[src/rtl/mem_bus_pkg.sv]
// Shared bus widths, latency-counter width and FSM state encoding
// for the core-to-memory bridge.
package mem_bus_pkg;

  localparam int ADDR_W = 32;
  localparam int DATA_W = 64;
  localparam int STRB_W = 8;
  localparam int CNT_W  = 32;
  // Wide enough for RD_LATENCY up to 7
  localparam int LAT_W  = 3;

  typedef enum logic [2:0] {
    ST_IDLE    = 3'd0,
    ST_RD_ADDR = 3'd1,
    ST_RD_WAIT = 3'd2,
    ST_WR_REQ  = 3'd3,
    ST_WR_RESP = 3'd4
  } state_e;

endpackage

[src/rtl/mem_axi_bridge.sv]
// Single-outstanding bridge from a simple core request port to split
// AR/AW/W/B memory channels with a fixed read-data latency.
module mem_axi_bridge
  import mem_bus_pkg::*;
#(
  parameter int RD_LATENCY = 1
) (
  input  logic              clock,
  input  logic              reset,
  input  logic              req_valid,
  input  logic [ADDR_W-1:0] req_addr,
  input  logic              req_wen,
  input  logic [DATA_W-1:0] req_wdata,
  input  logic [STRB_W-1:0] req_wstrb,
  output logic              req_ready,
  output logic              resp_valid,
  output logic [DATA_W-1:0] resp_rdata,
  output logic [ADDR_W-1:0] io_awaddr,
  output logic              io_awvalid,
  input  logic              io_awready,
  output logic [DATA_W-1:0] io_wdata,
  output logic [STRB_W-1:0] io_wstrb,
  output logic              io_wvalid,
  input  logic              io_wready,
  input  logic              io_bvalid,
  output logic [ADDR_W-1:0] io_araddr,
  output logic              io_arvalid,
  input  logic              io_arready,
  input  logic [DATA_W-1:0] io_rdata,
  output logic [CNT_W-1:0]  rd_count,
  output logic [CNT_W-1:0]  wr_count
);

  state_e              r_state;
  logic [LAT_W-1:0]    r_lat_cnt;
  logic                r_aw_done;
  logic                r_w_done;
  logic                r_arvalid;
  logic [ADDR_W-1:0]   r_araddr;
  logic                r_awvalid;
  logic [ADDR_W-1:0]   r_awaddr;
  logic                r_wvalid;
  logic [DATA_W-1:0]   r_wdata;
  logic [STRB_W-1:0]   r_wstrb;
  logic                r_resp_valid;
  logic [DATA_W-1:0]   r_resp_rdata;
  logic [CNT_W-1:0]    r_rd_count;
  logic [CNT_W-1:0]    r_wr_count;

  logic w_accept;
  logic w_ar_hs;
  logic w_aw_hs;
  logic w_w_hs;
  logic w_aw_fin;
  logic w_w_fin;
  logic w_lat_hit;

  assign req_ready = (r_state == ST_IDLE);
  assign w_accept  = req_valid & req_ready;
  assign w_ar_hs   = r_arvalid & io_arready;
  assign w_aw_hs   = r_awvalid & io_awready;
  assign w_w_hs    = r_wvalid & io_wready;
  assign w_aw_fin  = r_aw_done | w_aw_hs;
  assign w_w_fin   = r_w_done | w_w_hs;
  // Counter starts at 0 in the first cycle after the AR handshake
  assign w_lat_hit = (r_lat_cnt == LAT_W'(RD_LATENCY - 1));

  always_ff @(posedge clock or posedge reset) begin
    if (reset) begin
      r_state      <= ST_IDLE;
      r_lat_cnt    <= '0;
      r_aw_done    <= 1'b0;
      r_w_done     <= 1'b0;
      r_arvalid    <= 1'b0;
      r_araddr     <= '0;
      r_awvalid    <= 1'b0;
      r_awaddr     <= '0;
      r_wvalid     <= 1'b0;
      r_wdata      <= '0;
      r_wstrb      <= '0;
      r_resp_valid <= 1'b0;
      r_resp_rdata <= '0;
      r_rd_count   <= '0;
      r_wr_count   <= '0;
    end else begin
      r_resp_valid <= 1'b0;
      case (r_state)
        ST_IDLE: begin
          if (w_accept) begin
            if (req_wen) begin
              r_awaddr  <= req_addr;
              r_wdata   <= req_wdata;
              r_wstrb   <= req_wstrb;
              r_awvalid <= 1'b1;
              r_wvalid  <= 1'b1;
              r_aw_done <= 1'b0;
              r_w_done  <= 1'b0;
              r_state   <= ST_WR_REQ;
            end else begin
              r_araddr  <= req_addr;
              r_arvalid <= 1'b1;
              r_state   <= ST_RD_ADDR;
            end
          end
        end
        ST_RD_ADDR: begin
          if (w_ar_hs) begin
            r_arvalid <= 1'b0;
            r_lat_cnt <= '0;
            r_state   <= ST_RD_WAIT;
          end
        end
        // The resp_valid cycle is still spent here so no request lands on it
        ST_RD_WAIT: begin
          if (r_resp_valid) begin
            r_state <= ST_IDLE;
          end else if (w_lat_hit) begin
            r_resp_rdata <= io_rdata;
            r_resp_valid <= 1'b1;
            r_rd_count   <= r_rd_count + 32'd1;
          end else begin
            r_lat_cnt <= r_lat_cnt + 3'd1;
          end
        end
        ST_WR_REQ: begin
          if (w_aw_hs) begin
            r_awvalid <= 1'b0;
            r_aw_done <= 1'b1;
          end
          if (w_w_hs) begin
            r_wvalid <= 1'b0;
            r_w_done <= 1'b1;
          end
          if (w_aw_fin && w_w_fin) begin
            r_state <= ST_WR_RESP;
          end
        end
        ST_WR_RESP: begin
          if (r_resp_valid) begin
            r_state <= ST_IDLE;
          end else if (io_bvalid) begin
            r_resp_valid <= 1'b1;
            r_wr_count   <= r_wr_count + 32'd1;
          end
        end
        default: begin
          r_state   <= ST_IDLE;
          r_arvalid <= 1'b0;
          r_awvalid <= 1'b0;
          r_wvalid  <= 1'b0;
        end
      endcase
    end
  end

  assign resp_valid = r_resp_valid;
  assign resp_rdata = r_resp_rdata;
  assign io_awaddr  = r_awaddr;
  assign io_awvalid = r_awvalid;
  assign io_wdata   = r_wdata;
  assign io_wstrb   = r_wstrb;
  assign io_wvalid  = r_wvalid;
  assign io_araddr  = r_araddr;
  assign io_arvalid = r_arvalid;
  assign rd_count   = r_rd_count;
  assign wr_count   = r_wr_count;

endmodule

[config.mk]
export PLATFORM = sky130hd
export DESIGN_NAME = mem_axi_bridge
export DESIGN_NICKNAME = d
export VERILOG_FILES = /design/src/rtl/mem_bus_pkg.sv /design/src/rtl/mem_axi_bridge.sv
export SDC_FILE = /design/constraint.sdc
export NUM_CORES = 1
export LEC_CHECK = 0
export ABC_AREA = 1
export BUFFER_PORTS_ARGS = -buffer_cell sky130_fd_sc_hd__buf_2
export CORE_AREA = 2 2 175 177
export CTS_CLUSTER_DIAMETER = 80
export CTS_CLUSTER_SIZE = 20
export DETAILED_ROUTE_END_ITERATION = 8
export DIE_AREA = 0 0 177 179
export GPL_TIMING_DRIVEN = 0
export PLACE_DENSITY_LB_ADDON = 0.12
export SKIP_LAST_GASP = 1
export SYNTH_ARGS = -nofsm -noshare
export SYNTH_HDL_FRONTEND = slang
export SYNTH_SLANG_ARGS = --single-unit
[constraint.sdc]
create_clock -name clock -period 9 [get_ports clock]
set_input_delay 1.35 -clock clock [delete_from_list [all_inputs] [get_ports clock]]
set_output_delay 1.35 -clock clock [all_outputs]
set_load 0.005 [all_outputs]
==> impl_metrics.json, run 1 <==
{
  "status": "complete, no violations",
  "syn_to_final_growth_pct": 28.08,
  "gr-total-overflow": 0,
  "die_area_um2": 31680,
  "drt-total-wl_um": 33770,
  "synth_area_um2": 11800,
  "worstMarginPinSlew_ns": 0.7846,
  "synth_top_cell_area_share_pct": 58.54,
  "antenna_found_initial": 6,
  "grt_max_degree": 109,
  "core_area_um2": 30030,
  "syn_nets": 1547,
  "design_area_um2": 15110,
  "drc": 0,
  "yosysSeqAreaShare_pct": 58.54,
  "cp-end-kind": "output port",
  "ir_drop_v": 0.0001791,
  "initial_core_util_pct": 39.29,
  "drt_first_iter_violations": 492,
  "cts.sinks": 276,
  "critPathKind": "flip-flop to output port",
  "start_kind": "flip-flop",
  "vias": 10260,
  "yosysUniqueCellTypes": 30,
  "fin_worst_skew_ns": 0.01858,
  "clock_path_buffers": 3,
  "synth.area.top_cells": "dfrtp_1, nand2_1, inv_1",
  "rows": 64,
  "grt_util_all_layers_pct": 20.95,
  "synth.avg_cell_area_um2": 8.630,
  "ios": 445,
  "first_global_vias": 9995,
  "slew_violations": 0,
  "die_y_um": 179,
  "drive_above_1_share_pct": 29.30,
  "max_stage_delay_ns": 0.47,
  "dr.pass1.iters": 7,
  "synth_area_leader_cell": "dfrtp_1",
  "gp_congestion": 0.8682,
  "num-nets-final": 2013,
  "fill_cells": 3001,
  "crit_buf_inv": 1,
  "power.leakage_nw": 8.730,
  "path_max_fanout": 6,
  "cts_max_level": 1,
  "die_w_um": 177,
  "cts_resized": 0,
  "setup_viol": 0,
  "grt_pass1_wl_um": 52860,
  "cts-root-buf": "clkbuf_16",
  "portBuffers": 444,
  "whs_ns": 0.4666,
  "maxCapViolations": 0,
  "finalCriticalPeriod_ns": 2.857,
  "max_slew_margin_pct": 47.69,
  "cp.required_ns": 7.65,
  "hold_viol": 0,
  "dp_hpwl_um": 25660,
  "yosys_warnings": 0,
  "cts_hold_buf": 0,
  "cts_tree": "done",
  "fmax_mhz": 350.0,
  "ys_ff_latch": 276,
  "path_cells": "nor3_4, buf_2",
  "clock_latency_ns": 0.51,
  "fin_crit_sh_pct": 31.74,
  "p_per_area_nw_per_um2": 279.9,
  "min_path_type": "flip-flop to flip-flop",
  "critPathTopFamily": "flip-flops",
  "clk_pin_slew_ns": 0.08,
  "grt_setup_unrepaired": "no",
  "stdcell_count": 2237,
  "final_antenna_net_count": 0,
  "wire_per_inst_um": 15.09,
  "dp_cells": 2209,
  "critPathArrivalTime_ns": 1.51,
  "worst_path_max_delay_cell": "dfrtp_1",
  "via_per_inst": 4.585,
  "cts_buffers": 18,
  "place_area_um2": 14580,
  "cts_setup_buffers": 0,
  "netlist_instances": 1367
}
[synth_stat cells, drive strengths merged]
| master | number |
|---|---|
| buf | 39 |
| o21ai | 82 |
| o21bai | 1 |
| a21oi | 1 |
| nand4 | 19 |
| nor2 | 73 |
| nor3b | 1 |
| nor3 | 11 |
| xnor2 | 15 |
| clkbuf | 6 |
| dfrtp | 276 |
| xor2 | 21 |
| nand3b | 4 |
| nand3 | 41 |
| ha | 4 |
| inv | 109 |
| nand2 | 663 |
| o22ai | 1 |
[worst register-to-register path, stage by stage (launching register included)]
cell      delay [ns]
dfrtp_1         0.47
nor3_4          0.33
nand2_2         0.13
nor2_2          0.22
inv_2           0.09
clkbuf_1        0.28
o21ai_1         0.23
[where the power goes]
group	total, mW	internal (mW)	switching (mW)
logic	1.45	0.633	0.821
clock network	0.832	0.394	0.438
registers	1.94	1.70	0.249
total	4.23	2.72	1.51
[sequential cells by signal, indices dropped and copies added (netlist names), 3 cells and up]
signal / count
io_awaddr: 32
resp_rdata: 64
r_state: 3
r_lat_cnt: 3
io_araddr: 32
io_wstrb: 8
io_wdata: 64
wr_count: 32
rd_count: 32
[metrics by stage]
step	setup WS (ns)	total power [mW]	util, %	setup TNS, ns
after global placement	-3.563	3.418	48.34	-974.44
after detailed placement	6.458	3.459	48.55	0
after global routing	6.041	4.575	50.31	0
after floorplan	0.04122	2.695	-	0
after CTS	6.097	4.310	50.28	0
final	6.143	4.230	50.32	0
[layout make-up]
type,count,area (um^2),area share (%)
sequential,276,6907,45.71
multi-input combinational,937,4130,27.33
timing repair buffer,446,2277,15.07
tap,396,495.5,3.279
clock buffer,21,493.0,3.262
inverter,109,416.7,2.757
buffer,45,351.6,2.327
clock inverter,2,27.53,0.1822
antenna,5,12.51,0.08280
[worst paths after layout]
check,cells after the start,slack [ns],start,endpoint
max in group asynchronous,3,7.07,reset,r_state[2]
min,2,0.47,io_wdata[48],io_wdata[48]
max,2,6.14,r_state[1],req_ready
min in group asynchronous,2,1.01,reset,io_wdata[17]
min reg2reg,2,0.47,io_wdata[48],io_wdata[48]
max reg2reg,6,7.17,r_state[1],io_awaddr[7]
[layout by cell type (no fill, tap or decap), types with 6 or more instances in the layout]
master	n
nand2_1	658
buf_2	458
dfrtp_1	276
inv_1	107
nor2_1	64
o21ai_0	48
nand3_1	40
o21ai_1	22
xor2_1	21
nand4_1	19
buf_6	19
clkbuf_16	19
xnor2_1	15
o21ai_2	12
nor3_1	9
clkbuf_1	7
buf_4	6
[routing by layer]
layer,routed length (um),track usage [%]
met1,13730,26.05
met2,16870,35.91
met3,2328,5.216
met4,825,6.439
met5,11,0
[cells by family after synthesis]
logic type,synth area share (%)
AO/OA/AOI/OAI,4.020
adder cells (fa/ha/maj),0.4242
flip-flops,58.54
buffers and inverters,6.448
AND/OR/NAND/NOR,27.89
XOR/XNOR,2.673
No activity file was read; power rests on OpenSTA's default activity.
==> inputs of run 2 (changes only) <==
==> constraint.sdc (replaced) <==
create_clock -name clock -period 2.53 [get_ports clock]
set_input_delay 0.3795 -clock clock [delete_from_list [all_inputs] [get_ports clock]]
set_output_delay 0.3795 -clock clock [all_outputs]
set_load 0.005 [all_outputs]
==> run 2 against run 1 <==
Effect of this change: cell count up 0.31%; hold slack worse by 0.40 ns; combinational power rose to 3.6 times the previous value; non-clock buffer count up 6; first-iteration DRC count down 6.9%; clock skew down 0.0080 ns; clock power rose to 3.5 times the previous value; power rose to 3.6 times the previous value; register-to-register slack worse by 6.4 ns; sequential share of layout area down 0.27 points; design area up 0.60%; critical endpoint unchanged; highest routed layer unchanged.
==> impl_metrics.json, run 2 (synthesis results as in run 1) <==
{
  "hold_end": "io_wdata[55]",
  "max_slew_margin_pct": 51.64,
  "r2r_slack_ns": 0.80,
  "p_per_area_nw_per_um2": 991.0,
  "final_common_cell": "nand2_1",
  "p_total_mw": 15.07,
  "cts_tree": "done",
  "grt_util_all_layers_pct": 20.89,
  "design_area_um2": 15200,
  "antenna_found_initial": 4,
  "min-delay-start": "req_wdata[55]",
  "clock_latency_ns": 0.51,
  "critPathKind": "flip-flop to output port",
  "vias": 10250,
  "rr_endpoint": "io_awaddr[14]",
  "cts.sinks": 276,
  "path_max_fanout": 6,
  "die_y_um": 179,
  "core_area_um2": 30030,
  "syn_to_final_growth_pct": 28.86,
  "die_area_um2": 31680,
  "status": "complete, no violations",
  "stdcell_count": 2244,
  "initial_core_util_pct": 39.29,
  "cp-end-kind": "output port",
  "drt-total-wl_um": 33730,
  "ios": 445,
  "clk_pin_slew_ns": 0.09,
  "post-route-util_pct": 50.63,
  "slew_violations": 0,
  "dp_hpwl_um": 25960,
  "rows": 64,
  "gr-total-overflow": 0,
  "clock_path_buffers": 3,
  "min_path_type": "input port to flip-flop",
  "final_cell_mix": "nand2_1, buf_2, dfrtp_1",
  "fmax_mhz": 538.9,
  "worst_slack_ns": 0.6743,
  "r2r_start": "r_state[1]",
  "drt_first_iter_violations": 458,
  "dr.pass1.iters": 4,
  "cp.required_ns": 2.15,
  "grt_max_degree": 42,
  "worstMarginPinSlew_ns": 0.7239,
  "num-nets-final": 2019,
  "first_global_vias": 9884,
  "dp_slack_ns": 0.7757,
  "via_per_inst": 4.567,
  "reg2reg_depth": 8,
  "drc": 0,
  "cts_setup_buffers": 0,
  "dp_cells": 2214,
  "final_antenna_net_count": 0,
  "wire_per_inst_um": 15.03,
  "grt_setup_unrepaired": "no",
  "cts_max_level": 1,
  "finalCriticalPeriod_ns": 1.856,
  "gp_congestion": 0.8333,
  "setup_viol": 0,
  "fin_crit_sh_pct": 73.35,
  "place_area_um2": 14660,
  "cts_buffers": 18,
  "fin_worst_skew_ns": 0.01053,
  "critPathArrivalTime_ns": 1.48,
  "maxCapViolations": 0,
  "ir_drop_v": 0.0005636,
  "min_delay_path_depth": 3,
  "grt_pass1_wl_um": 52710,
  "cts-root-buf": "clkbuf_16",
  "die_w_um": 177,
  "drive_above_1_share_pct": 29.54,
  "power.leakage_nw": 8.771,
  "hold_viol": 0,
  "portBuffers": 444,
  "start_kind": "flip-flop",
  "cts_resized": 0
}
[run 2: where the power goes]
part	internal, mW	switching (mW)
clock network	1.41	1.55
logic	2.27	2.92
registers	6.03	0.900
total	9.70	5.36
[run 2: layer usage]
metal / GRT usage [%] / vias up / routed length (um)
li1: - / 5133 / -
met1: 26.92 / 4806 / 14050
met2: 35.34 / 268 / 16680
met3: 5.131 / 39 / 2278
met4: 5.200 / 2 / 704
met5: 0 / - / 13
[run 2: worst max-delay path by stage]
stage / depth (start not counted) / end / from / slack (ns)
2_1_floorplan: 1 / io_araddr[0] / reset / -1.50
3_3_place_gp: 2 / io_awaddr[16] / reset / -3.42
3_5_place_dp: 8 / rd_count[26] / r_lat_cnt[0] / 0.78
4_1_cts: 2 / req_ready / r_state[1] / 0.64
5_1_grt: 2 / req_ready / r_state[1] / 0.58
6_report: 2 / req_ready / r_state[1] / 0.67
[run 2: timing repair]
action,in CTS,in global routing
setup endpoints to repair,0,0
hold buffers,1,0
hold endpoints to repair,24,0
[run 2: critical path, stage by stage (launching register included)]
cell and delay [ns]:
dfrtp_1 0.47, nor3_4 0.30, buf_2 0.20
[run 2: per-stage QoR]
step           setup TNS (ns)  hold WS [ns]
6_report                    0       0.06561
5_1_grt                     0       0.03898
4_1_cts                     0       0.03661
3_5_place_dp                0        0.4528
3_3_place_gp          -934.99        0.4498
2_1_floorplan         -414.24        0.4536
[run 2: area by class of cell]
type / count / area (um^2)
Tap cell: 396 / 495.5
Fill cell: 3039 / 14830
Buffer: 45 / 351.6
Antenna cell: 3 / 7.507
Multi-Input combinational cell: 937 / 4130
Timing Repair Buffer: 452 / 2372
Inverter: 109 / 412.9
Clock inverter: 4 / 28.78
Clock buffer: 22 / 496.7
Sequential cell: 276 / 6907
==> inputs of run 3 (changes only) <==
--- a/config.mk
+++ b/config.mk
@@ -5,13 +5,13 @@
 export SDC_FILE = /design/constraint.sdc
 export NUM_CORES = 1
 export LEC_CHECK = 0
-export ABC_AREA = 1
+export ABC_AREA = 0
 export BUFFER_PORTS_ARGS = -buffer_cell sky130_fd_sc_hd__buf_2
-export CORE_AREA = 2 2 175 177
+export CORE_AREA = 2 2 173 175
 export CTS_CLUSTER_DIAMETER = 80
 export CTS_CLUSTER_SIZE = 20
 export DETAILED_ROUTE_END_ITERATION = 8
-export DIE_AREA = 0 0 177 179
+export DIE_AREA = 0 0 175 177
 export GPL_TIMING_DRIVEN = 0
 export PLACE_DENSITY_LB_ADDON = 0.12
 export SKIP_LAST_GASP = 1
==> constraint.sdc (replaced) <==
create_clock -name clock -period 1.9 [get_ports clock]
set_input_delay 0.285 -clock clock [delete_from_list [all_inputs] [get_ports clock]]
set_output_delay 0.285 -clock clock [all_outputs]
set_load 0.005 [all_outputs]
==> run 3 against run 2 <==
Effect of this change: the run now ends with setup timing left; hold slack lost 0.043 ns; design area grew 7.2%; via count shrank 9.9%; register-to-register slack lost 0.93 ns; non-clock buffer count grew 172; synthesized area shrank 7.8%; critical path type is now flip-flop to flip-flop; critical endpoint is now wr_count[18].
==> impl_metrics.json, run 3 <==
{
  "cts-root-buf": "clkbuf_16",
  "synth_top_cell_area_share_pct": 63.48,
  "p_per_area_nw_per_um2": 1275,
  "p_total_mw": 20.78,
  "critPathKind": "flip-flop to flip-flop",
  "fill_cells": 2563,
  "finalCriticalPeriod_ns": 2.025,
  "grt_pass1_wl_um": 50070,
  "antenna_cells": 0,
  "clock_path_buffers": 3,
  "cts_buffers": 17,
  "min_path_type": "input port to flip-flop",
  "fin_worst_skew_ns": 0.01087,
  "worstSetupEndpoint": "wr_count[18]",
  "start_kind": "flip-flop",
  "r2r_slack_ns": -0.13,
  "power.leakage_nw": 8.558,
  "drt_first_iter_violations": 300,
  "status": "complete, but fails checks",
  "violations": "setup timing",
  "die_area_um2": 30980,
  "ir_drop_v": 0.0007995,
  "min-delay-start": "io_rdata[5]",
  "synth.area.top_cells": "dfrtp_1, nand2_1, mux2_2",
  "max_slew_margin_pct": 58.41,
  "core_area_um2": 29240,
  "gp_congestion": 0.7447,
  "die_y_um": 177,
  "final_cell_mix": "buf_2, nand2_1, dfrtp_1",
  "drt-total-wl_um": 32490,
  "timing.setup.tns_ns": -0.7185,
  "gr-total-overflow": 0,
  "grt_max_degree": 41,
  "wire_per_inst_um": 16.20,
  "crit_path_start": "r_state[0]",
  "synth_edf_count": 0,
  "reg2reg_depth": 5,
  "cts_tree": "done",
  "initial_core_util_pct": 37.20,
  "fin_crit_sh_pct": 106.6,
  "die_w_um": 175,
  "rows": 63,
  "netlist_instances": 962,
  "synth.avg_cell_area_um2": 11.31,
  "yosys.cell_count.top_type": "nand2_1",
  "dp_hpwl_um": 23130,
  "setup_viol": 14,
  "critPathTopFamily": "simple AND/OR/NAND/NOR gates",
  "path_cells": "or4b_4, or4_4, nor2_4, nand2_1, xnor2_2",
  "worst_path_max_delay_cell": "or4b_4",
  "synth_area_leader_cell": "dfrtp_1",
  "r2r_start": "r_state[0]",
  "path_max_fanout": 4,
  "grt_setup_unrepaired": "yes",
  "final_antenna_net_count": 0,
  "yosysSeqAreaShare_pct": 63.48,
  "syn_nets": 1142,
  "netlist_top_cells_count": "nand2_1, dfrtp_1, mux2_2",
  "cp-end-kind": "flip-flop",
  "worst_slack_ns": -0.1255,
  "portBuffers": 444,
  "dr.pass1.iters": 5,
  "max_stage_delay_ns": 0.54,
  "drive_above_1_share_pct": 40.62,
  "drc": 0,
  "synth_area_um2": 10880,
  "post-route-util_pct": 55.74,
  "grt_util_all_layers_pct": 20.12,
  "worstMarginPinSlew_ns": 0.6205,
  "clock_latency_ns": 0.50,
  "cts.sinks": 276,
  "yosysUniqueCellTypes": 40,
  "crit_buf_inv": 0,
  "whs_ns": 0.02211,
  "ys.flop_type": "dfrtp_1",
  "vias": 9230,
  "synthArstFlopShare_pct": 100.0,
  "final_common_cell": "buf_2",
  "cp.required_ns": 2.28,
  "cp_num_cells": 5,
  "slew_violations": 0,
  "rr_endpoint": "wr_count[18]",
  "cts_max_level": 1,
  "yosys_warnings": 0,
  "syn_to_final_growth_pct": 49.84,
  "ios": 445,
  "num-nets-final": 1794,
  "fmax_mhz": 493.7,
  "first_global_vias": 9449,
  "via_per_inst": 4.603,
  "ys_ff_latch": 276,
  "critPathArrivalTime_ns": 2.41,
  "antenna_found_initial": 1,
  "hold_viol": 0,
  "clk_pin_slew_ns": 0.09,
  "maxCapViolations": 0
}
==> run 3: cell count changes after synthesis, moves of 30 or more <==
cell     previous run  this run
mux2_2              0        97
inv_1             108         6
nand2_1           658       348
xnor2_1            15        45
nor2_1             64        22
o21ai_0            48         8
==> run 3: through the flow <==
stage	worst slack [ns]	cells	cell area [um^2]
5_1_grt	-0.1970	2005	16300
4_1_cts	-0.1160	2002	16150
3_3_place_gp	-3.965	1796	13630
6_report	-0.1255	2005	16300
2_1_floorplan	-2.036	962	10920
3_5_place_dp	-0.5780	1804	13790
==> run 3: worst register-to-register path, stage by stage, from the launching register on <==
cell and delay, ns:
dfrtp_2 0.45, or4b_4 0.54, or4_4 0.47, nor2_4 0.17
nand2_1 0.13, xnor2_2 0.16
==> run 3: worst min path at each step <==
stage,depth (start not counted),endpoint
5_1_grt,2,resp_rdata[6]
3_5_place_dp,2,wr_count[2]
2_1_floorplan,2,io_awaddr[0]
6_report,2,resp_rdata[5]
4_1_cts,2,resp_rdata[53]
3_3_place_gp,2,io_awaddr[31]
==> run 3: cell families after synthesis <==
logic type / Yosys count / share of synthesized area, %
adder cells (fa/ha/maj): 4 / 0.4601
flip-flops: 276 / 63.48
buffers and inverters: 43 / 1.553
AND/OR/NAND/NOR: 460 / 18.21
multiplexers: 97 / 10.04
XOR/XNOR: 62 / 4.991
AO/OA/AOI/OAI: 20 / 1.265
==> run 3: metal layers <==
layer | part of all wire, % | GRT usage, % | up-vias
met5 | 0.040 | 0 | -
met2 | 50 | 35.54 | 313
met3 | 7.4 | 5.369 | 58
met4 | 2.6 | 5.694 | 2
li1 | - | - | 4437
met1 | 40 | 24.22 | 4420
==> run 3: area by class of cell <==
| type | instances | area (um^2) | area share, % |
|---|---|---|---|
| plain buffers | 36 | 256.5 | 1.573 |
| clock buffers | 18 | 429.2 | 2.633 |
| clock inverters | 2 | 13.76 | 0.08443 |
| inverters | 6 | 26.28 | 0.1612 |
| multi-input cells | 643 | 3984 | 24.44 |
| flip-flops and latches | 276 | 6912 | 42.40 |
| well taps | 390 | 488.0 | 2.993 |
| repair buffers | 633 | 4188 | 25.69 |
| repair inverters | 1 | 5.005 | 0.03070 |
==> run 3: repair_timing <==
item / 4_1_cts / 5_1_grt
pin swaps: 23 / 8
endpoints found under the setup margin: 258 / 224
buffers inserted: 18 / 3
resized for setup: 55 / 56
endpoints found under the hold margin: 185 / 0
hold buffers: 160 / 0
gates cloned: 0 / 1
==> run 3: power by group <==
group / switching (mW) / internal [mW]
clock network: 1.96 / 1.63
registers: 1.24 / 8.21
logic: 3.60 / 4.15
total: 6.80 / 14.0
